## src/rtl/scr_pkg.sv

```systemverilog
// Shared types and helpers for the scrambler output buffer.
// Word and drop-counter widths plus the per-byte parity helper.
package scr_pkg;

    localparam int WORD_W = 32;
    localparam int DROP_W = 8;

    typedef logic [WORD_W-1:0] scr_word_t;

    // Bit i is the XOR of byte i, so each byte plus its parity bit has even weight.
    function automatic logic [3:0] byte_par4(input scr_word_t d);
        logic [3:0] p;
        for (int i = 0; i < 4; i++) begin
            p[i] = ^d[8*i +: 8];
        end
        return p;
    endfunction

endpackage

```

## src/rtl/scr_out_buffer_if.sv

```systemverilog
// Word stream between the scrambler side and the stop-based downstream side.
// SCR_OUT_PARITY_EN adds a per-byte parity lane travelling with the output word.
interface scr_out_buffer_if;
    import scr_pkg::*;

    logic      pushin;
    scr_word_t datain;
    logic      stopin;
    logic      pushout;
    scr_word_t dataout;
    logic      lastout;
`ifdef SCR_OUT_PARITY_EN
    logic [3:0] parout;

    modport master (
        output pushin, datain, stopin,
        input  pushout, dataout, lastout, parout
    );

    modport slave (
        input  pushin, datain, stopin,
        output pushout, dataout, lastout, parout
    );
`else
    modport master (
        output pushin, datain, stopin,
        input  pushout, dataout, lastout
    );

    modport slave (
        input  pushin, datain, stopin,
        output pushout, dataout, lastout
    );
`endif

endinterface

```

## src/rtl/scr_fifo_ram.sv

```systemverilog
// FIFO storage: synchronous write port, combinational read port, no reset on the array.
// Read data follows raddr in the same cycle; no flow control lives here.
module scr_fifo_ram #(
    parameter int DEPTH = 16,
    parameter int WIDTH = 32,
    parameter int AW    = $clog2(DEPTH)
) (
    input  logic             clk,
    input  logic             we,
    input  logic [AW-1:0]    waddr,
    input  logic [WIDTH-1:0] wdata,
    input  logic [AW-1:0]    raddr,
    output logic [WIDTH-1:0] rdata
);

    logic [WIDTH-1:0] mem [DEPTH];

    always_ff @(posedge clk) begin
        if (we) begin
            mem[waddr] <= wdata;
        end
    end

    assign rdata = mem[raddr];

endmodule

```

## src/rtl/scr_out_buffer.sv

```systemverilog
// Burst-absorbing FWFT buffer behind the scrambler with frame tagging and drop accounting.
// Latency 1 cycle push-to-pushout; stopin stalls the head, pushes into a full FIFO are dropped (SCR_OUT_PARITY_EN adds parout).
module scr_out_buffer
    import scr_pkg::*;
#(
    parameter int DEPTH       = 16,
    parameter int FRAME_WORDS = 8,
    parameter int AW          = $clog2(DEPTH)
) (
    input  logic              clk,
    input  logic              rst,
    input  logic              clr_ovf,
    scr_out_buffer_if.slave   bus,
    output logic [AW:0]       level,
    output logic              overflow,
    output logic [DROP_W-1:0] drop_cnt
);

`ifdef SCR_OUT_PARITY_EN
    localparam int STORE_W = WORD_W + 4;
`else
    localparam int STORE_W = WORD_W;
`endif

    localparam logic [7:0] FRAME_LAST = 8'(FRAME_WORDS - 1);

    logic [AW:0]        wr_ptr;
    logic [AW:0]        rd_ptr;
    logic [7:0]         frame_cnt;
    logic               empty;
    logic               full;
    logic               push;
    logic               pop;
    logic               drop;
    logic [STORE_W-1:0] wr_word;
    logic [STORE_W-1:0] rd_word;

    // Equal low bits with differing wrap bits means the writer is a full lap ahead.
    assign empty = (wr_ptr == rd_ptr);
    assign full  = (wr_ptr[AW-1:0] == rd_ptr[AW-1:0]) && (wr_ptr[AW] != rd_ptr[AW]);

    assign pop  = bus.pushout & ~bus.stopin;
    assign push = bus.pushin & (~full | pop);
    assign drop = bus.pushin & full & ~pop;

`ifdef SCR_OUT_PARITY_EN
    assign wr_word    = {byte_par4(bus.datain), bus.datain};
    assign bus.parout = empty ? 4'd0 : rd_word[STORE_W-1:WORD_W];
`else
    assign wr_word = bus.datain;
`endif

    scr_fifo_ram #(
        .DEPTH (DEPTH),
        .WIDTH (STORE_W),
        .AW    (AW)
    ) u_ram (
        .clk   (clk),
        .we    (push),
        .waddr (wr_ptr[AW-1:0]),
        .wdata (wr_word),
        .raddr (rd_ptr[AW-1:0]),
        .rdata (rd_word)
    );

    always_ff @(posedge clk or negedge rst) begin
        if (!rst) begin
            wr_ptr <= '0;
            rd_ptr <= '0;
        end else begin
            if (push) begin
                wr_ptr <= wr_ptr + (AW+1)'(1);
            end
            if (pop) begin
                rd_ptr <= rd_ptr + (AW+1)'(1);
            end
        end
    end

    always_ff @(posedge clk or negedge rst) begin
        if (!rst) begin
            level <= '0;
        end else if (push && !pop) begin
            level <= level + (AW+1)'(1);
        end else if (pop && !push) begin
            level <= level - (AW+1)'(1);
        end
    end

    // Frame position advances only on words actually taken downstream.
    always_ff @(posedge clk or negedge rst) begin
        if (!rst) begin
            frame_cnt <= '0;
        end else if (pop) begin
            if (bus.lastout) begin
                frame_cnt <= '0;
            end else begin
                frame_cnt <= frame_cnt + 8'd1;
            end
        end
    end

    // A drop in the same cycle as a clear restarts the count at one.
    always_ff @(posedge clk or negedge rst) begin
        if (!rst) begin
            overflow <= 1'b0;
            drop_cnt <= '0;
        end else if (drop) begin
            overflow <= 1'b1;
            if (clr_ovf) begin
                drop_cnt <= DROP_W'(1);
            end else if (drop_cnt != '1) begin
                drop_cnt <= drop_cnt + DROP_W'(1);
            end
        end else if (clr_ovf) begin
            overflow <= 1'b0;
            drop_cnt <= '0;
        end
    end

    assign bus.pushout = ~empty;
    assign bus.dataout = empty ? '0 : rd_word[WORD_W-1:0];
    assign bus.lastout = ~empty & (frame_cnt == FRAME_LAST);

endmodule

```

## src/flat_wrapper.sv

```systemverilog
// flat-port wrapper written by rule: the top's interface ports become plain ports
module scr_out_buffer_flat import scr_pkg::*;
#(
    parameter int DEPTH       = 16,
    parameter int FRAME_WORDS = 8,
    parameter int AW          = $clog2(DEPTH)
)
  (clk, rst, clr_ovf, level, overflow, drop_cnt, bus_pushin, bus_datain, bus_stopin, bus_pushout, bus_dataout, bus_lastout);
  scr_out_buffer_if bus_i ();
  input  logic clk;
  input  logic rst;
  input  logic clr_ovf;
  output logic [AW:0] level;
  output logic overflow;
  output logic [DROP_W-1:0] drop_cnt;
  input wire logic [$bits(bus_i.pushin)-1:0] bus_pushin;
  input wire logic [$bits(bus_i.datain)-1:0] bus_datain;
  input wire logic [$bits(bus_i.stopin)-1:0] bus_stopin;
  output wire logic [$bits(bus_i.pushout)-1:0] bus_pushout;
  output wire logic [$bits(bus_i.dataout)-1:0] bus_dataout;
  output wire logic [$bits(bus_i.lastout)-1:0] bus_lastout;
  assign bus_i.pushin = bus_pushin;
  assign bus_i.datain = bus_datain;
  assign bus_i.stopin = bus_stopin;
  assign bus_pushout = bus_i.pushout;
  assign bus_dataout = bus_i.dataout;
  assign bus_lastout = bus_i.lastout;
  scr_out_buffer #(.DEPTH(DEPTH), .FRAME_WORDS(FRAME_WORDS), .AW(AW)) u_core (.clk(clk), .rst(rst), .clr_ovf(clr_ovf), .bus(bus_i), .level(level), .overflow(overflow), .drop_cnt(drop_cnt));
endmodule
```

## config.mk

```make
export PLATFORM = sky130hd
export DESIGN_NAME = scr_out_buffer_flat
export DESIGN_NICKNAME = d
export VERILOG_FILES = /design/src/rtl/scr_pkg.sv /design/src/rtl/scr_out_buffer_if.sv /design/src/rtl/scr_fifo_ram.sv /design/src/rtl/scr_out_buffer.sv /design/src/flat_wrapper.sv
export SDC_FILE = /design/constraint.sdc
export NUM_CORES = 1
export LEC_CHECK = 0
export BUFFER_PORTS_ARGS = -buffer_cell sky130_fd_sc_hd__clkbuf_2
export CAP_MARGIN = 20
export CORE_ASPECT_RATIO = 0.5
export CORE_MARGIN = 10
export CORE_UTILIZATION = 40
export CTS_CLUSTER_SIZE = 8
export DETAILED_ROUTE_END_ITERATION = 10
export HOLD_SLACK_MARGIN = 0.08
export SLEW_MARGIN = 10
export SYNTH_ARGS = -nofsm -noshare
export SYNTH_HDL_FRONTEND = slang
export SYNTH_HIERARCHICAL = 1
export SYNTH_SLANG_ARGS = --single-unit
export TNS_END_PERCENT = 30
```

## constraint.sdc

```tcl
create_clock -name clk -period 6.1 [get_ports clk]
set_input_delay 0.305 -clock clk [delete_from_list [all_inputs] [get_ports clk]]
set_output_delay 0.305 -clock clk [all_outputs]
set_load 0.01 [all_outputs]
```

[Word level (Yosys, flattened, before mapping)]
Memory sizes are Yosys's and may differ from the RTL's.
Index checks and enable logic that the tools add are counted.
Cells by class
  $add $sub $neg: 6
  equality and inequality tests: 5
  muxes and demuxes: 12
  bitwise operators: 10
  reductions and logical operators: 9
Operators with widths (number)
  $mux 8: 5
  $mux 32: 1
  $add 8x1->8 const B: 2
  $add 5x1->5 const B: 3
  $mux 5: 2
  $eq 8x3->1 const B: 1
  $ne 8x8->1 const B: 1
  $reduce_bool 2->1: 3
  $and 1x1->1: 5
  $eq 5x5->1: 1
  $sub 5x1->5 const B: 1
  $eq 4x4->1: 1
  $mux 1: 4
  $not 1->1: 4
  $logic_and 1x1->1: 3
  $logic_not 1->1: 2
  $reduce_and 2->1: 1
  $ne 1x1->1: 1
  $or 1x1->1: 1
Word-level totals
  bits in registers: 32
  RAM bits: 512
  output and inout bits: 48
  memories: 1
Memories
  u_core.u_ram.mem: depth 16, width 32, rd ports 1, clocked after memory_dff 0, wr ports 1, RTL line scr_fifo_ram.sv:16  | logic [WIDTH-1:0] mem [DEPTH];

[Longest topological paths before layout]
Gate-level depths: netlist (run 1).
  depth after elaboration: 9
  mapped depth: 12
  gate-level depth less buffers: 11

[Modules after synthesis]
The synthesis (run 1) kept the hierarchy.
By module, submodules not included
  scr_fifo_ram: instances 1, cells an instance 806, area an instance 19213.4 µm², seq. area each 15374.7 µm²
  scr_out_buffer: instances 1, cells an instance 193, area an instance 1923.1 µm², seq. area each 800.8 µm²

[Least setup slack after synthesis (run 1)]
Ideal clock, no wire load.
  path kind: flip-flop to flip-flop
  from: register u_core.wr_ptr[0]
  to: memory u_core.u_ram.mem[0][0], enable pin
  data arrival time: 3.747 ns
  data required time: 5.639 ns
  path slack: 1.892 ns
  stages on the path, launching flop included: 6
  clock period less this slack: 4.208 ns
  path through: dfrtp_1 xnor2_1 nand4_2 o31a_4 or3b_2 nor3_1
Between the ends
  longest elaborated chain between the ends: 7
  elaborated cells on any way between the ends: 10
  classes of those cells: eq/ne: 2; mux: 2; bitwise: 5; reduce/logical: 1
RTL lines
  from (decl): RTL line scr_out_buffer.sv:27  | logic [AW:0] wr_ptr;
  from (signal assigned): RTL line scr_out_buffer.sv:72  | wr_ptr <= wr_ptr + (AW+1)'(1);
  $eq 5x5->1 / $eq 4x4->1 (equally long branches): RTL line scr_out_buffer.sv:39, scr_out_buffer.sv:40
  $not 1->1 / $logic_and 1x1->1 (equally long branches): RTL line scr_out_buffer.sv:121, scr_out_buffer.sv:40
  $and 1x1->1 / $not 1->1 (equally long branches): RTL line scr_out_buffer.sv:42, scr_out_buffer.sv:43
  $or 1x1->1 *: RTL line scr_out_buffer.sv:43  | assign push = bus.pushin & (~full | pop);
  $and 1x1->1 *: RTL line scr_out_buffer.sv:43
  net u_core.push: RTL line scr_out_buffer.sv:32  | logic push;
  $mux 1 *: RTL line scr_fifo_ram.sv:19  | if (we) begin
  $mux 1 (not written as such) *: RTL line scr_fifo_ram.sv:20  | mem[waddr] <= wdata;
  to (decl): RTL line scr_fifo_ram.sv:16
The timed path passes the listed nets; every way through them passes the cells marked *.

[Final worst setup path (run 1)]
  from: register u_core.rd_ptr[0]
  to: output port bus_dataout[19]
Between the ends
  longest elaborated chain between the ends: 2
  elaborated cells on any way between the ends: 3
  classes of those cells: eq/ne: 1; mux: 1; memory: 1
RTL lines
  from (decl): RTL line scr_out_buffer.sv:28  | logic [AW:0] rd_ptr;
  from (signal assigned): RTL line scr_out_buffer.sv:75  | rd_ptr <= rd_ptr + (AW+1)'(1);
  $mem_v2 16x32
  net u_core.rd_word[19]: RTL line scr_out_buffer.sv:36  | logic [STORE_W-1:0] rd_word;
  $mux 32: RTL line scr_out_buffer.sv:122  | assign bus.dataout = empty ? '0 : rd_word[WORD_W-1:0];
  to (decl): RTL line flat_wrapper.sv:20  | output wire logic [$bits(bus_i.dataout)-1:0] bus_dataout;
The timed path passes the listed nets, and every way through them passes these cells.

==> metrics.txt, run 1 <==
# TYPE chip_impl_metric gauge
chip_impl_metric{name="post-dp-hpwl",unit="um"} 24400
chip_impl_metric{name="synthArstFlopShare",unit="%"} 5.88
chip_impl_metric{name="p_int",unit="mW"} 8.41
chip_impl_metric{name="cp.required",unit="ns"} 5.79
chip_impl_metric{name="placedInstanceArea",unit="mm2"} 0.0225
chip_impl_metric{name="gp_congestion",unit=""} 0.731
chip_impl_metric{name="holdBufCountCts",unit=""} 3
chip_impl_metric{name="total_of_max_cap_violations",unit=""} 0
chip_impl_metric{name="cts_resized",unit=""} 0
chip_impl_metric{name="ys_ff_latch",unit=""} 544
chip_impl_metric{name="die_height",unit="um"} 183
chip_impl_metric{name="dr.pass1.iters",unit=""} 5
chip_impl_info{name="most_instantiated_library_cell_after_synthesis",value="sky130_fd_sc_hd__edfxtp_1"} 1
chip_impl_metric{name="switchingPower",unit="mW"} 3.58
chip_impl_metric{name="clock_latency",unit="ns"} 0.57
chip_impl_metric{name="fill_cells",unit=""} 4289
chip_impl_metric{name="post_synth.cell_area_avg",unit="um2"} 21.2
chip_impl_metric{name="power_density_over_the_cells",unit="mW/mm2"} 485
chip_impl_metric{name="clock_power_share",unit="%"} 30.6
chip_impl_metric{name="globalRouteOverflowTotal",unit=""} 0
chip_impl_metric{name="sequential_fraction_of_design_power",unit="%"} 40.8
chip_impl_metric{name="synth-seq-area-share",unit="%"} 76.5
chip_impl_metric{name="grt_antenna_before_repair",unit=""} 0
chip_impl_metric{name="mappedNetlistArea",unit="mm2"} 0.0211
chip_impl_metric{name="worst_case_headroom_to_the_max_slew_limit",unit="%"} 31.4
chip_impl_metric{name="maximum_operating_frequency",unit="MHz"} 254
chip_impl_metric{name="placed_cells_incl_taps",unit=""} 1756
chip_impl_metric{name="stdcell_count",unit=""} 1851
chip_impl_metric{name="final_setup_fails",unit=""} 0
chip_impl_metric{name="worst_ep_arrival_time",unit="ns"} 3.63
chip_impl_metric{name="switching_share",unit="%"} 29.8
chip_impl_metric{name="leakage",unit="nW"} 8.10
chip_impl_metric{name="area_overhead_vs_synth",unit="%"} 16.8
chip_impl_metric{name="layout-drive-gt1-share",unit="%"} 30.9
chip_impl_metric{name="track_usage",unit="%"} 14.1
chip_impl_metric{name="post_synth_net_total",unit=""} 1046
chip_impl_metric{name="worst-path-max-fanout",unit=""} 93
chip_impl_metric{name="postRouteAntennaNets",unit=""} 0
chip_impl_metric{name="dr.first_iter.drc_count",unit=""} 817
chip_impl_metric{name="floorplan.io_pins",unit=""} 85
chip_impl_info{name="worstSetupEndpointType",value="output port"} 1
chip_impl_info{name="status",value="finished, final reports clean"} 1
chip_impl_info{name="synth_largest_area_cell",value="sky130_fd_sc_hd__edfxtp_1"} 1
chip_impl_info{name="synth.area.top_cells",value="sky130_fd_sc_hd__edfxtp_1, sky130_fd_sc_hd__mux4_2, sky130_fd_sc_hd__dfrtp_1, sky130_fd_sc_hd__a22oi_1, sky130_fd_sc_hd__and2_1"} 1
chip_impl_metric{name="yosys.cell_types.count",unit=""} 43
chip_impl_metric{name="cts_clock_pin_slew_for_the_worst_setup_and_hold_paths",unit="ns"} 0.05
chip_impl_metric{name="worst_hold_path.num_cells",unit=""} 3
chip_impl_metric{name="grt_start_max_net_pins",unit=""} 94
chip_impl_metric{name="timing_hold_violations_final",unit=""} 0
chip_impl_metric{name="r2r.worst_path.cells",unit=""} 6
chip_impl_metric{name="final.setup_skew",unit="ns"} 0.0129
chip_impl_metric{name="comb_power_share",unit="%"} 28.6
chip_impl_metric{name="max_slew.worst_pin.slew",unit="ns"} 1.03
chip_impl_metric{name="rows",unit=""} 59
chip_impl_info{name="min_path_type",value="input port to register"} 1
chip_impl_metric{name="fp.dieW",unit="um"} 345
chip_impl_info{name="crit_type",value="register to output port"} 1
chip_impl_metric{name="timing.final.max_slew_violations",unit=""} 0
chip_impl_info{name="clock_tree_from_tritoncts",value="yes"} 1
chip_impl_info{name="grt_setup_unrepaired",value="no"} 1
chip_impl_metric{name="synth_instances",unit=""} 999
chip_impl_metric{name="route.detailed.vias_per_inst",unit=""} 5.50
chip_impl_metric{name="floorplan.initialDensity",unit="%"} 40.6
chip_impl_info{name="postSynth.topFlopCell",value="sky130_fd_sc_hd__edfxtp_1"} 1
chip_impl_metric{name="clock_tree.buffer_depth",unit=""} 3
chip_impl_metric{name="grt_pass1_wl",unit="um"} 68500
chip_impl_metric{name="fin_crit",unit="ns"} 3.93
chip_impl_info{name="synth_common_cells",value="sky130_fd_sc_hd__edfxtp_1, sky130_fd_sc_hd__mux4_2, sky130_fd_sc_hd__a22oi_1"} 1
chip_impl_metric{name="postCtsSetupBuffers",unit=""} 0
chip_impl_metric{name="fp.coreArea",unit="mm2"} 0.0521
chip_impl_metric{name="cts_num_sinks",unit=""} 544
chip_impl_metric{name="post-route-period-util",unit="%"} 64.5
chip_impl_metric{name="synth.yosys.warnings",unit=""} 6
chip_impl_metric{name="tritoncts.num_buffers",unit=""} 77
chip_impl_metric{name="tns",unit="ns"} 0
chip_impl_metric{name="layout.nets",unit=""} 1189
chip_impl_metric{name="routed_wire_length_per_instance",unit="um"} 24.3
chip_impl_metric{name="die_area",unit="mm2"} 0.0630
chip_impl_metric{name="peakVddDrop",unit="V"} 0.000219
chip_impl_metric{name="routed-via-count",unit=""} 10200
chip_impl_metric{name="cts_max_level",unit=""} 3
chip_impl_info{name="startpoint_type",value="register"} 1
chip_impl_info{name="cts-root-buf",value="sky130_fd_sc_hd__clkbuf_16"} 1
chip_impl_metric{name="netlist.area_leader.share",unit="%"} 72.7
chip_impl_metric{name="drt_wl_total",unit="um"} 44900
chip_impl_metric{name="layout.cell_area.non_filler",unit="mm2"} 0.0247
chip_impl_metric{name="diodes",unit=""} 0
chip_impl_metric{name="port_buffers",unit=""} 84
chip_impl_metric{name="via_count_of_the_first_global_routing_pass",unit=""} 10800
chip_impl_metric{name="synth_enable_flop_cells",unit=""} 512
chip_impl_metric{name="drc_errors",unit=""} 0
## through the flow
step | power [mW] | worst slack [ns] | hold slack (ns) | utilization (%)
after floorplan | 7.21 | 1.89 | 0.00941 | -
after global placement | 8.33 | 2.45 | 0.412 | 43.2
after detailed placement | 8.39 | 2.39 | 0.421 | 43.2
after CTS | 12.1 | 2.00 | 0.0874 | 47.1
after global routing | 12.6 | 1.85 | 0.123 | 47.4
final | 12.0 | 2.17 | 0.119 | 47.4
## placed cells by master (no fill, tap or decap), types with 4 or more instances in the layout
cell,count
sky130_fd_sc_hd__xor2_1,7
sky130_fd_sc_hd__mux4_2,128
sky130_fd_sc_hd__and2_1,33
sky130_fd_sc_hd__nand2_1,45
sky130_fd_sc_hd__edfxtp_1,512
sky130_fd_sc_hd__nor3_2,4
sky130_fd_sc_hd__clkbuf_2,84
sky130_fd_sc_hd__clkbuf_1,4
sky130_fd_sc_hd__buf_4,20
sky130_fd_sc_hd__a21oi_1,4
sky130_fd_sc_hd__ha_1,9
sky130_fd_sc_hd__nor2_1,12
sky130_fd_sc_hd__inv_1,10
sky130_fd_sc_hd__xnor2_1,19
sky130_fd_sc_hd__nand3_1,6
sky130_fd_sc_hd__a22oi_1,65
sky130_fd_sc_hd__nor3_1,7
sky130_fd_sc_hd__nor2_4,13
sky130_fd_sc_hd__nand4_1,7
sky130_fd_sc_hd__clkbuf_16,79
sky130_fd_sc_hd__dfrtp_1,30
## sequential cells by signal, indices dropped and copies added, names as in the netlist
register and count:
u_core/wr_ptr 5, u_core/rd_ptr 5, u_core/u_ram/mem 512, u_core/level 5
u_core/drop_cnt 8, u_core/overflow 1, u_core/frame_cnt 8
## area by class of cell
type	count	area, um2	area share [%]
clock inverters	4	50.0	0.203
multi-input cells	396	4800	19.5
well taps	701	877	3.55
flip-flops and latches	544	16200	65.6
inverters	10	37.5	0.152
repair buffers	113	743	3.01
clock buffers	83	1990	8.07
## power by group through the flow
stage	clock, mW	sequential [mW]	combinational (mW)
after floorplan	0	4.76	2.44
after global placement	0	4.94	3.40
after detailed placement	0	4.96	3.43
after CTS	3.76	4.90	3.45
after global routing	3.91	4.94	3.72
final	3.67	4.88	3.43
## routing by layer
layer	routed length (um)	up-vias	global-route usage, %	part of all wire (%)
met3	2870	63	3.32	6.4
met4	737	0	3.71	1.6
li1	-	4391	-	-
met5	0	-	0	0
met2	21300	303	22.3	47
met1	20000	5427	19.5	44
## kinds of logic (layout without fill, tap and decap cells)
| family | Yosys count | in the layout | synth area share [%] |
|---|---|---|---|
| adders and majority gates | 10 | 10 | 0.627 |
| and+or+nand+nor | 145 | 145 | 3.50 |
| xor gates and xnor gates | 26 | 26 | 1.08 |
| buffers and inverters | 59 | 210 | 1.37 |
| DFF | 544 | 544 | 76.5 |
| AOI/OAI and AO/OA | 79 | 79 | 2.81 |
| muxes | 136 | 136 | 14.1 |
## final timing paths
check / startpoint / endpoint / slack [ns]
setup / recovery: u_core/rd_ptr[0] / bus_dataout[19] / 2.17
hold / removal: bus_stopin / u_core/overflow / 0.12
setup reg to reg: u_core/rd_ptr[0] / u_core/u_ram/mem[10][27] / 2.50
hold reg to reg: u_core/level[4] / u_core/level[4] / 0.48
max in group asynchronous: rst / u_core/rd_ptr[0] / 5.16
min in group asynchronous: rst / u_core/drop_cnt[6] / 0.36
## worst max-delay path: stages, from the launching register on
cell                       delay (ns)
sky130_fd_sc_hd__dfrtp_4         0.98
sky130_fd_sc_hd__buf_12          0.64
sky130_fd_sc_hd__mux4_2          0.60
sky130_fd_sc_hd__a22oi_1         0.28
sky130_fd_sc_hd__nand2_1         0.14
sky130_fd_sc_hd__and2_1          0.16
sky130_fd_sc_hd__clkbuf_2        0.12
(Power assumes the default switching activity.)
==> inputs of run 2 (changes only) <==
Clock period 6.1 ns to 3.87 ns, I/O delays scaled along.
==> run 2 against run 1 <==
Effect of this change:
- non-clock buffer count is 38 higher
- register-to-register slack worse by 1.8 ns
- sequential power is 53% higher
- first-iteration DRC count is 19% higher
- via count is 3.3% higher
- critical endpoint is now bus_dataout[0]
- largest power group unchanged
==> metrics.txt, run 2 (synthesis gave the netlist of run 1 again) <==
# TYPE chip_impl_metric gauge
chip_impl_info{name="timing.rr.end",value="u_core/level[4]"} 1
chip_impl_info{name="crit-reg2reg-launch",value="u_core/wr_ptr[0]"} 1
chip_impl_metric{name="grt_start_max_net_pins",unit=""} 132
chip_impl_metric{name="cp.required",unit="ns"} 3.68
chip_impl_metric{name="floorplan.io_pins",unit=""} 85
chip_impl_metric{name="routed-via-count",unit=""} 10500
chip_impl_metric{name="cts_resized",unit=""} 0
chip_impl_info{name="worstSetupEndpointType",value="output port"} 1
chip_impl_metric{name="cts_max_level",unit=""} 3
chip_impl_metric{name="die_area",unit="mm2"} 0.0630
chip_impl_info{name="grt_setup_unrepaired",value="no"} 1
chip_impl_metric{name="post-route-period-util",unit="%"} 82.1
chip_impl_metric{name="total_of_max_cap_violations",unit=""} 0
chip_impl_metric{name="leakage",unit="nW"} 8.28
chip_impl_metric{name="grt_pass1_wl",unit="um"} 71500
chip_impl_info{name="clock_tree_from_tritoncts",value="yes"} 1
chip_impl_metric{name="track_usage",unit="%"} 14.9
chip_impl_metric{name="routed_wire_length_per_instance",unit="um"} 25.1
chip_impl_metric{name="clock_latency",unit="ns"} 0.59
chip_impl_metric{name="reg2reg_setup_slack",unit="ns"} 0.72
chip_impl_metric{name="r2r.worst_path.cells",unit=""} 10
chip_impl_info{name="reg.largest.list",value="u_core/u_ram/mem x512, u_core/drop_cnt x8, u_core/frame_cnt x8"} 1
chip_impl_info{name="layout.cells.most_common",value="sky130_fd_sc_hd__edfxtp_1"} 1
chip_impl_metric{name="floorplan.initialDensity",unit="%"} 40.6
chip_impl_metric{name="route.detailed.vias_per_inst",unit=""} 5.55
chip_impl_info{name="min_path_type",value="input port to asynchronous set/reset pin"} 1
chip_impl_metric{name="die_height",unit="um"} 183
chip_impl_metric{name="max_reg_flops",unit=""} 512
chip_impl_metric{name="fp.dieW",unit="um"} 345
chip_impl_metric{name="met2_wirelength",unit="um"} 23500
chip_impl_metric{name="layout.nets",unit=""} 1227
chip_impl_info{name="highest_layer",value="met4"} 1
chip_impl_metric{name="power_density_over_the_cells",unit="mW/mm2"} 763
chip_impl_metric{name="fp.coreArea",unit="mm2"} 0.0521
chip_impl_metric{name="dr.pass1.iters",unit=""} 7
chip_impl_metric{name="via_count_of_the_first_global_routing_pass",unit=""} 11000
chip_impl_info{name="most-common-layout-cells",value="sky130_fd_sc_hd__edfxtp_1, sky130_fd_sc_hd__mux4_2, sky130_fd_sc_hd__clkbuf_2, sky130_fd_sc_hd__clkbuf_16, sky130_fd_sc_hd__a22oi_1"} 1
chip_impl_metric{name="cts_clock_pin_slew_for_the_worst_setup_and_hold_paths",unit="ns"} 0.05
chip_impl_info{name="startpoint_type",value="register"} 1
chip_impl_metric{name="diodes",unit=""} 0
chip_impl_info{name="critPathTopFamily",value="buffers and inverters"} 1
chip_impl_info{name="status",value="finished, final reports clean"} 1
chip_impl_metric{name="met1Wirelength",unit="um"} 20800
chip_impl_metric{name="cp_num_buf_inv",unit=""} 2
chip_impl_metric{name="postRouteAntennaNets",unit=""} 0
chip_impl_info{name="critical_path.cell_chain",value="buf_12, mux4_2, a22oi_1, nand2_1, and2_1, clkbuf_2"} 1
chip_impl_metric{name="rows",unit=""} 59
chip_impl_metric{name="drc_errors",unit=""} 0
chip_impl_metric{name="fin_crit",unit="ns"} 3.18
chip_impl_metric{name="final.setup_skew",unit="ns"} 0.0210
chip_impl_metric{name="drt_wl_total",unit="um"} 47600
chip_impl_metric{name="timing_hold_violations_final",unit=""} 0
chip_impl_metric{name="grt_antenna_before_repair",unit=""} 0
chip_impl_metric{name="gp_congestion",unit=""} 0.719
chip_impl_metric{name="tritoncts.num_buffers",unit=""} 77
chip_impl_metric{name="cts_num_sinks",unit=""} 544
chip_impl_metric{name="post-dp-hpwl",unit="um"} 24000
chip_impl_metric{name="globalRouteOverflowTotal",unit=""} 0
chip_impl_info{name="registers.top_by_ff_count",value="u_core/u_ram/mem"} 1
chip_impl_info{name="cpMaxStageDelayCell",value="sky130_fd_sc_hd__buf_12"} 1
chip_impl_metric{name="holdWs",unit="ns"} 0.235
chip_impl_metric{name="port_buffers",unit=""} 84
chip_impl_metric{name="max_slew.worst_pin.slew",unit="ns"} 1.11
chip_impl_metric{name="clock_tree.buffer_depth",unit=""} 3
chip_impl_metric{name="timing.final.max_slew_violations",unit=""} 0
chip_impl_metric{name="maximum_operating_frequency",unit="MHz"} 315
chip_impl_metric{name="final_setup_fails",unit=""} 0
chip_impl_metric{name="worst_ep_arrival_time",unit="ns"} 2.98
chip_impl_metric{name="holdBufCountCts",unit=""} 36
chip_impl_metric{name="postCtsSetupBuffers",unit=""} 0
chip_impl_metric{name="power.total",unit="mW"} 19.1
chip_impl_metric{name="dr.first_iter.drc_count",unit=""} 973
chip_impl_metric{name="worst-path-max-fanout",unit=""} 104
chip_impl_metric{name="layout-drive-gt1-share",unit="%"} 30.2
chip_impl_metric{name="area_overhead_vs_synth",unit="%"} 18.8
chip_impl_metric{name="worst_path_largest_cell_delay",unit="ns"} 0.62
chip_impl_info{name="crit_type",value="register to output port"} 1
chip_impl_metric{name="met3_length",unit="um"} 2540
chip_impl_info{name="cts-root-buf",value="sky130_fd_sc_hd__clkbuf_16"} 1
chip_impl_metric{name="peakVddDrop",unit="V"} 0.000620
chip_impl_metric{name="worst_case_headroom_to_the_max_slew_limit",unit="%"} 26.2
run 2: cell types whose count changed in the layout (fill, tap and decap cells not counted), moves of 2 or more:
| cell | change |
|---|---|
| sky130_fd_sc_hd__buf_12 | +3 |
| sky130_fd_sc_hd__buf_16 | -3 |
| sky130_fd_sc_hd__buf_4 | +5 |
| sky130_fd_sc_hd__clkbuf_1 | +5 |
| sky130_fd_sc_hd__dlygate4sd3_1 | +33 |
| sky130_fd_sc_hd__inv_16 | +2 |
run 2: final cells by class:
class	count	area, um2
Clock inverter	5	95.1
Clock buffer	88	2010
Sequential cell	544	16200
Fill cell	4249	27000
Timing Repair Buffer	151	1090
Multi-Input combinational cell	396	4810
Tap cell	701	877
Inverter	10	37.5
run 2: worst max-delay path by stage:
stage                startpoint                 endpoint  slack (ns)  depth (start not counted)
6_report       u_core/rd_ptr[0]           bus_dataout[0]        0.69                          6
3_5_place_dp   u_core/wr_ptr[0]          u_core/level[4]        0.73                         10
2_1_floorplan  u_core/wr_ptr[0]  u_core/u_ram/mem[12][0]      -0.004                          5
4_1_cts        u_core/rd_ptr[0]           bus_dataout[0]        0.57                          6
5_1_grt        u_core/rd_ptr[0]          bus_dataout[23]        0.45                          6
3_3_place_gp   u_core/wr_ptr[0]          u_core/level[4]        0.88                         10
run 2: per-layer routing:
layer	GRT usage, %	vias up
li1	-	4464
met1	20.3	5658
met2	24.4	337
met3	2.84	59
met4	4.21	0
met5	0	-
run 2: metrics by stage:
step / setup slack, ns / cell area (um2) / std cells / util, % / TNS [ns]
finish: 0.693 / 25100 / 1895 / 48.2 / 0
CTS: 0.572 / 25100 / 1895 / 48.2 / 0
global route: 0.450 / 25100 / 1895 / 48.2 / 0
floorplan: -0.00421 / 21100 / 999 / - / -0.227
detailed placement: 0.735 / 22600 / 1766 / 43.4 / 0
global placement: 0.881 / 22600 / 1766 / 43.4 / 0
run 2: worst register-to-register path: cells and delay by family, from the launching register on:
kind,cells,cell delay (ns)
adder cells (fa/ha/maj),2,0.55
AO/OA/AOI/OAI,3,0.78
XOR/XNOR,2,0.49
buffers and inverters,1,0.16
AND/OR/NAND/NOR,1,0.32
multiplexers,1,0.23
flip-flops,1,0.54
run 2: report_power, final:
| group | internal (mW) | switching, mW | leakage, nW | total [mW] |
|---|---|---|---|---|
| clock network | 3.63 | 2.29 | 1.03 | 5.93 |
| logic | 2.51 | 3.22 | 2.23 | 5.73 |
| registers | 7.18 | 0.299 | 5.03 | 7.48 |
| total | 13.3 | 5.82 | 8.28 | 19.1 |
==> inputs of run 3 (changes only) <==
Clock period 3.87 ns to 2.95 ns, I/O delays scaled along.
==> run 3 against run 2 <==
Effect of this change:
- setup slack lost 0.56 ns
- total power grew 33%
- final area grew 1.4%
- first-iteration DRC count shrank 1.4%
- combinational power grew 40%
- final cell count grew 0.74%
- global-route usage shrank 0.13 points
- routed wire length grew 1.7%
- register-to-register slack lost 0.55 ns
- clock-buffer cell count is the same
- sequential power grew 31%
==> metrics.txt, run 3 (synthesis gave the netlist of run 1 again) <==
# TYPE chip_impl_metric gauge
chip_impl_metric{name="clock_tree.buffer_depth",unit=""} 3
chip_impl_metric{name="final_setup_fails",unit=""} 0
chip_impl_metric{name="grt_antenna_before_repair",unit=""} 0
chip_impl_metric{name="fp.coreArea",unit="mm2"} 0.0521
chip_impl_metric{name="max_slew.worst_pin.slew",unit="ns"} 0.806
chip_impl_metric{name="worst_path_largest_cell_delay",unit="ns"} 0.56
chip_impl_info{name="cpMaxStageDelayCell",value="sky130_fd_sc_hd__dfrtp_4"} 1
chip_impl_info{name="crit_type",value="register to output port"} 1
chip_impl_metric{name="total_of_max_cap_violations",unit=""} 0
chip_impl_info{name="layout.cells.most_common",value="sky130_fd_sc_hd__edfxtp_1"} 1
chip_impl_metric{name="multi_input_comb_area",unit="mm2"} 0.00487
chip_impl_metric{name="floorplan.io_pins",unit=""} 85
chip_impl_metric{name="gp_congestion",unit=""} 0.739
chip_impl_metric{name="dr.first_iter.drc_count",unit=""} 959
chip_impl_metric{name="track_usage",unit="%"} 14.8
chip_impl_metric{name="postRouteAntennaNets",unit=""} 0
chip_impl_metric{name="rows",unit=""} 59
chip_impl_metric{name="cp.required",unit="ns"} 2.80
chip_impl_metric{name="fin_crit",unit="ns"} 2.82
chip_impl_metric{name="worst-path-max-fanout",unit=""} 37
chip_impl_metric{name="routed_wire_length_per_instance",unit="um"} 25.3
chip_impl_info{name="startpoint_type",value="register"} 1
chip_impl_metric{name="final.setup_skew",unit="ns"} 0.0189
chip_impl_metric{name="route.detailed.vias_per_inst",unit=""} 5.54
chip_impl_metric{name="diodes",unit=""} 0
chip_impl_metric{name="cts_num_sinks",unit=""} 544
chip_impl_metric{name="max_reg_flops",unit=""} 512
chip_impl_info{name="crit-reg2reg-launch",value="u_core/rd_ptr[1]"} 1
chip_impl_metric{name="tritoncts.num_buffers",unit=""} 77
chip_impl_metric{name="fp.dieW",unit="um"} 345
chip_impl_metric{name="tns",unit="ns"} 0
chip_impl_info{name="grt_setup_unrepaired",value="yes"} 1
chip_impl_metric{name="layout.cell_area.non_filler",unit="mm2"} 0.0254
chip_impl_metric{name="cp_num_buf_inv",unit=""} 2
chip_impl_metric{name="critical_path_depth",unit=""} 6
chip_impl_info{name="clock_tree_from_tritoncts",value="yes"} 1
chip_impl_metric{name="grt_start_max_net_pins",unit=""} 132
chip_impl_metric{name="grt_pass1_wl",unit="um"} 71200
chip_impl_metric{name="port_buffers",unit=""} 84
chip_impl_metric{name="cts_max_level",unit=""} 3
chip_impl_metric{name="placedInstanceArea",unit="mm2"} 0.0228
chip_impl_metric{name="maximum_operating_frequency",unit="MHz"} 355
chip_impl_metric{name="layout.nets",unit=""} 1240
chip_impl_info{name="critPathTopFamily",value="flip-flops"} 1
chip_impl_metric{name="clock_latency",unit="ns"} 0.60
chip_impl_metric{name="globalRouteOverflowTotal",unit=""} 0
chip_impl_info{name="critical_path.cell_chain",value="buf_16, mux4_2, a22oi_1, nand2_1, and2_1, clkbuf_2"} 1
chip_impl_metric{name="floorplan.initialDensity",unit="%"} 40.6
chip_impl_metric{name="post-route-period-util",unit="%"} 95.5
chip_impl_metric{name="fill_cells",unit=""} 4184
chip_impl_info{name="min_path_type",value="input port to asynchronous set/reset pin"} 1
chip_impl_metric{name="leakage",unit="nW"} 8.41
chip_impl_info{name="most-common-layout-cells",value="sky130_fd_sc_hd__edfxtp_1, sky130_fd_sc_hd__mux4_2, sky130_fd_sc_hd__clkbuf_2, sky130_fd_sc_hd__clkbuf_16, sky130_fd_sc_hd__a22oi_1"} 1
chip_impl_metric{name="area_overhead_vs_synth",unit="%"} 20.4
chip_impl_metric{name="timing.final.max_slew_violations",unit=""} 0
chip_impl_info{name="status",value="finished, final reports clean"} 1
chip_impl_info{name="cts-root-buf",value="sky130_fd_sc_hd__clkbuf_16"} 1
chip_impl_metric{name="layout.area.seq",unit="mm2"} 0.0162
chip_impl_metric{name="dr.pass1.iters",unit=""} 4
chip_impl_info{name="timing.rr.end",value="u_core/level[4]"} 1
chip_impl_metric{name="power_density_over_the_cells",unit="mW/mm2"} 1000
chip_impl_metric{name="die_area",unit="mm2"} 0.0630
chip_impl_metric{name="via_count_of_the_first_global_routing_pass",unit=""} 11200
chip_impl_metric{name="r2r.worst_path.cells",unit=""} 10
chip_impl_metric{name="post-route-worst-setup-slack",unit="ns"} 0.133
chip_impl_metric{name="die_height",unit="um"} 183
chip_impl_metric{name="cts_clock_pin_slew_for_the_worst_setup_and_hold_paths",unit="ns"} 0.05
chip_impl_metric{name="timing_hold_violations_final",unit=""} 0
chip_impl_metric{name="peakVddDrop",unit="V"} 0.000466
chip_impl_info{name="worstSetupEndpointType",value="output port"} 1
chip_impl_metric{name="placement_stage_worst_setup_slack",unit="ns"} 0.210
chip_impl_metric{name="routed-via-count",unit=""} 10600
chip_impl_metric{name="drt_wl_total",unit="um"} 48400
chip_impl_metric{name="postCtsSetupBuffers",unit=""} 0
chip_impl_info{name="reg.largest.list",value="u_core/u_ram/mem x512, u_core/drop_cnt x8, u_core/frame_cnt x8"} 1
chip_impl_metric{name="worst_ep_arrival_time",unit="ns"} 2.67
chip_impl_metric{name="layout-drive-gt1-share",unit="%"} 32.0
chip_impl_metric{name="post-dp-hpwl",unit="um"} 24800
chip_impl_metric{name="drc_errors",unit=""} 0
chip_impl_metric{name="reg2reg_setup_slack",unit="ns"} 0.17
chip_impl_metric{name="worst_case_headroom_to_the_max_slew_limit",unit="%"} 46.3
chip_impl_info{name="registers.top_by_ff_count",value="u_core/u_ram/mem"} 1
## run 3: cell count changes in the layout (fill, tap and decap cells not counted), moves of 2 or more
cell and delta:
sky130_fd_sc_hd__a22oi_1 -10, sky130_fd_sc_hd__a22oi_2 +10, sky130_fd_sc_hd__buf_12 +7, sky130_fd_sc_hd__buf_16 +3
sky130_fd_sc_hd__clkbuf_16 +2, sky130_fd_sc_hd__inv_6 +2, sky130_fd_sc_hd__nand2_1 -2, sky130_fd_sc_hd__nand2_2 +2
## run 3: area by class of cell
cell class	count	area share, %
Clock buffer	88	7.82
Inverter	10	0.148
Timing Repair Buffer	164	5.45
Sequential cell	544	63.6
Multi-Input combinational cell	396	19.2
Clock inverter	6	0.379
Tap cell	701	3.45
## run 3: stage by stage
step,power [mW],cells,hold slack [ns],util [%]
2_1_floorplan,14.9,999,-0.148,-
3_3_place_gp,17.5,1776,0.255,43.8
3_5_place_dp,17.7,1776,0.283,43.8
4_1_cts,25.6,1906,0.201,48.6
5_1_grt,26.7,1909,0.255,48.8
6_report,25.6,1909,0.177,48.8
## run 3: worst max-delay path by stage
stage,start,to,slack [ns]
2_1_floorplan,u_core/wr_ptr[0],u_core/u_ram/mem[12][0],-0.92
3_3_place_gp,u_core/rd_ptr[0],u_core/level[4],0.26
3_5_place_dp,u_core/rd_ptr[0],u_core/level[4],0.21
4_1_cts,u_core/rd_ptr[0],bus_dataout[3],-0.05
5_1_grt,u_core/rd_ptr[0],bus_dataout[17],-0.008
6_report,u_core/rd_ptr[0],bus_dataout[15],0.13
## run 3: report_power, final
part / internal [mW] / leakage, nW / switching (mW)
Clock: 4.72 / 1.02 / 3.02
Combinational: 3.59 / 2.36 / 4.46
Sequential: 9.42 / 5.03 / 0.349
Total: 17.7 / 8.41 / 7.83
## run 3: repair_timing
item,4_1_cts,5_1_grt
hold endpoints to repair,559,0
hold buffers,36,0
resized for setup,8,8
cloned,0,3
pin swaps,5,1
setup endpoints to repair,18,31
## run 3: metal layers
metal / wire (um) / GRT usage, % / up-vias / part of all wire [%]
li1: - / - / 4512 / -
met1: 21400 / 20.1 / 5624 / 44
met2: 23200 / 23.8 / 367 / 48
met3: 2920 / 2.83 / 75 / 6.0
met4: 877 / 4.89 / 0 / 1.8
met5: 0 / 0 / - / 0
## run 3: worst register-to-register path: stages (launching register included)
cell and delay (ns):
sky130_fd_sc_hd__dfrtp_4 0.55, sky130_fd_sc_hd__xnor2_1 0.24, sky130_fd_sc_hd__nand4_2 0.13, sky130_fd_sc_hd__o31a_4 0.37
sky130_fd_sc_hd__ha_1 0.26, sky130_fd_sc_hd__inv_1 0.15, sky130_fd_sc_hd__ha_1 0.27, sky130_fd_sc_hd__a21o_1 0.19
sky130_fd_sc_hd__a21oi_1 0.18, sky130_fd_sc_hd__mux2i_1 0.23, sky130_fd_sc_hd__xnor2_1 0.13
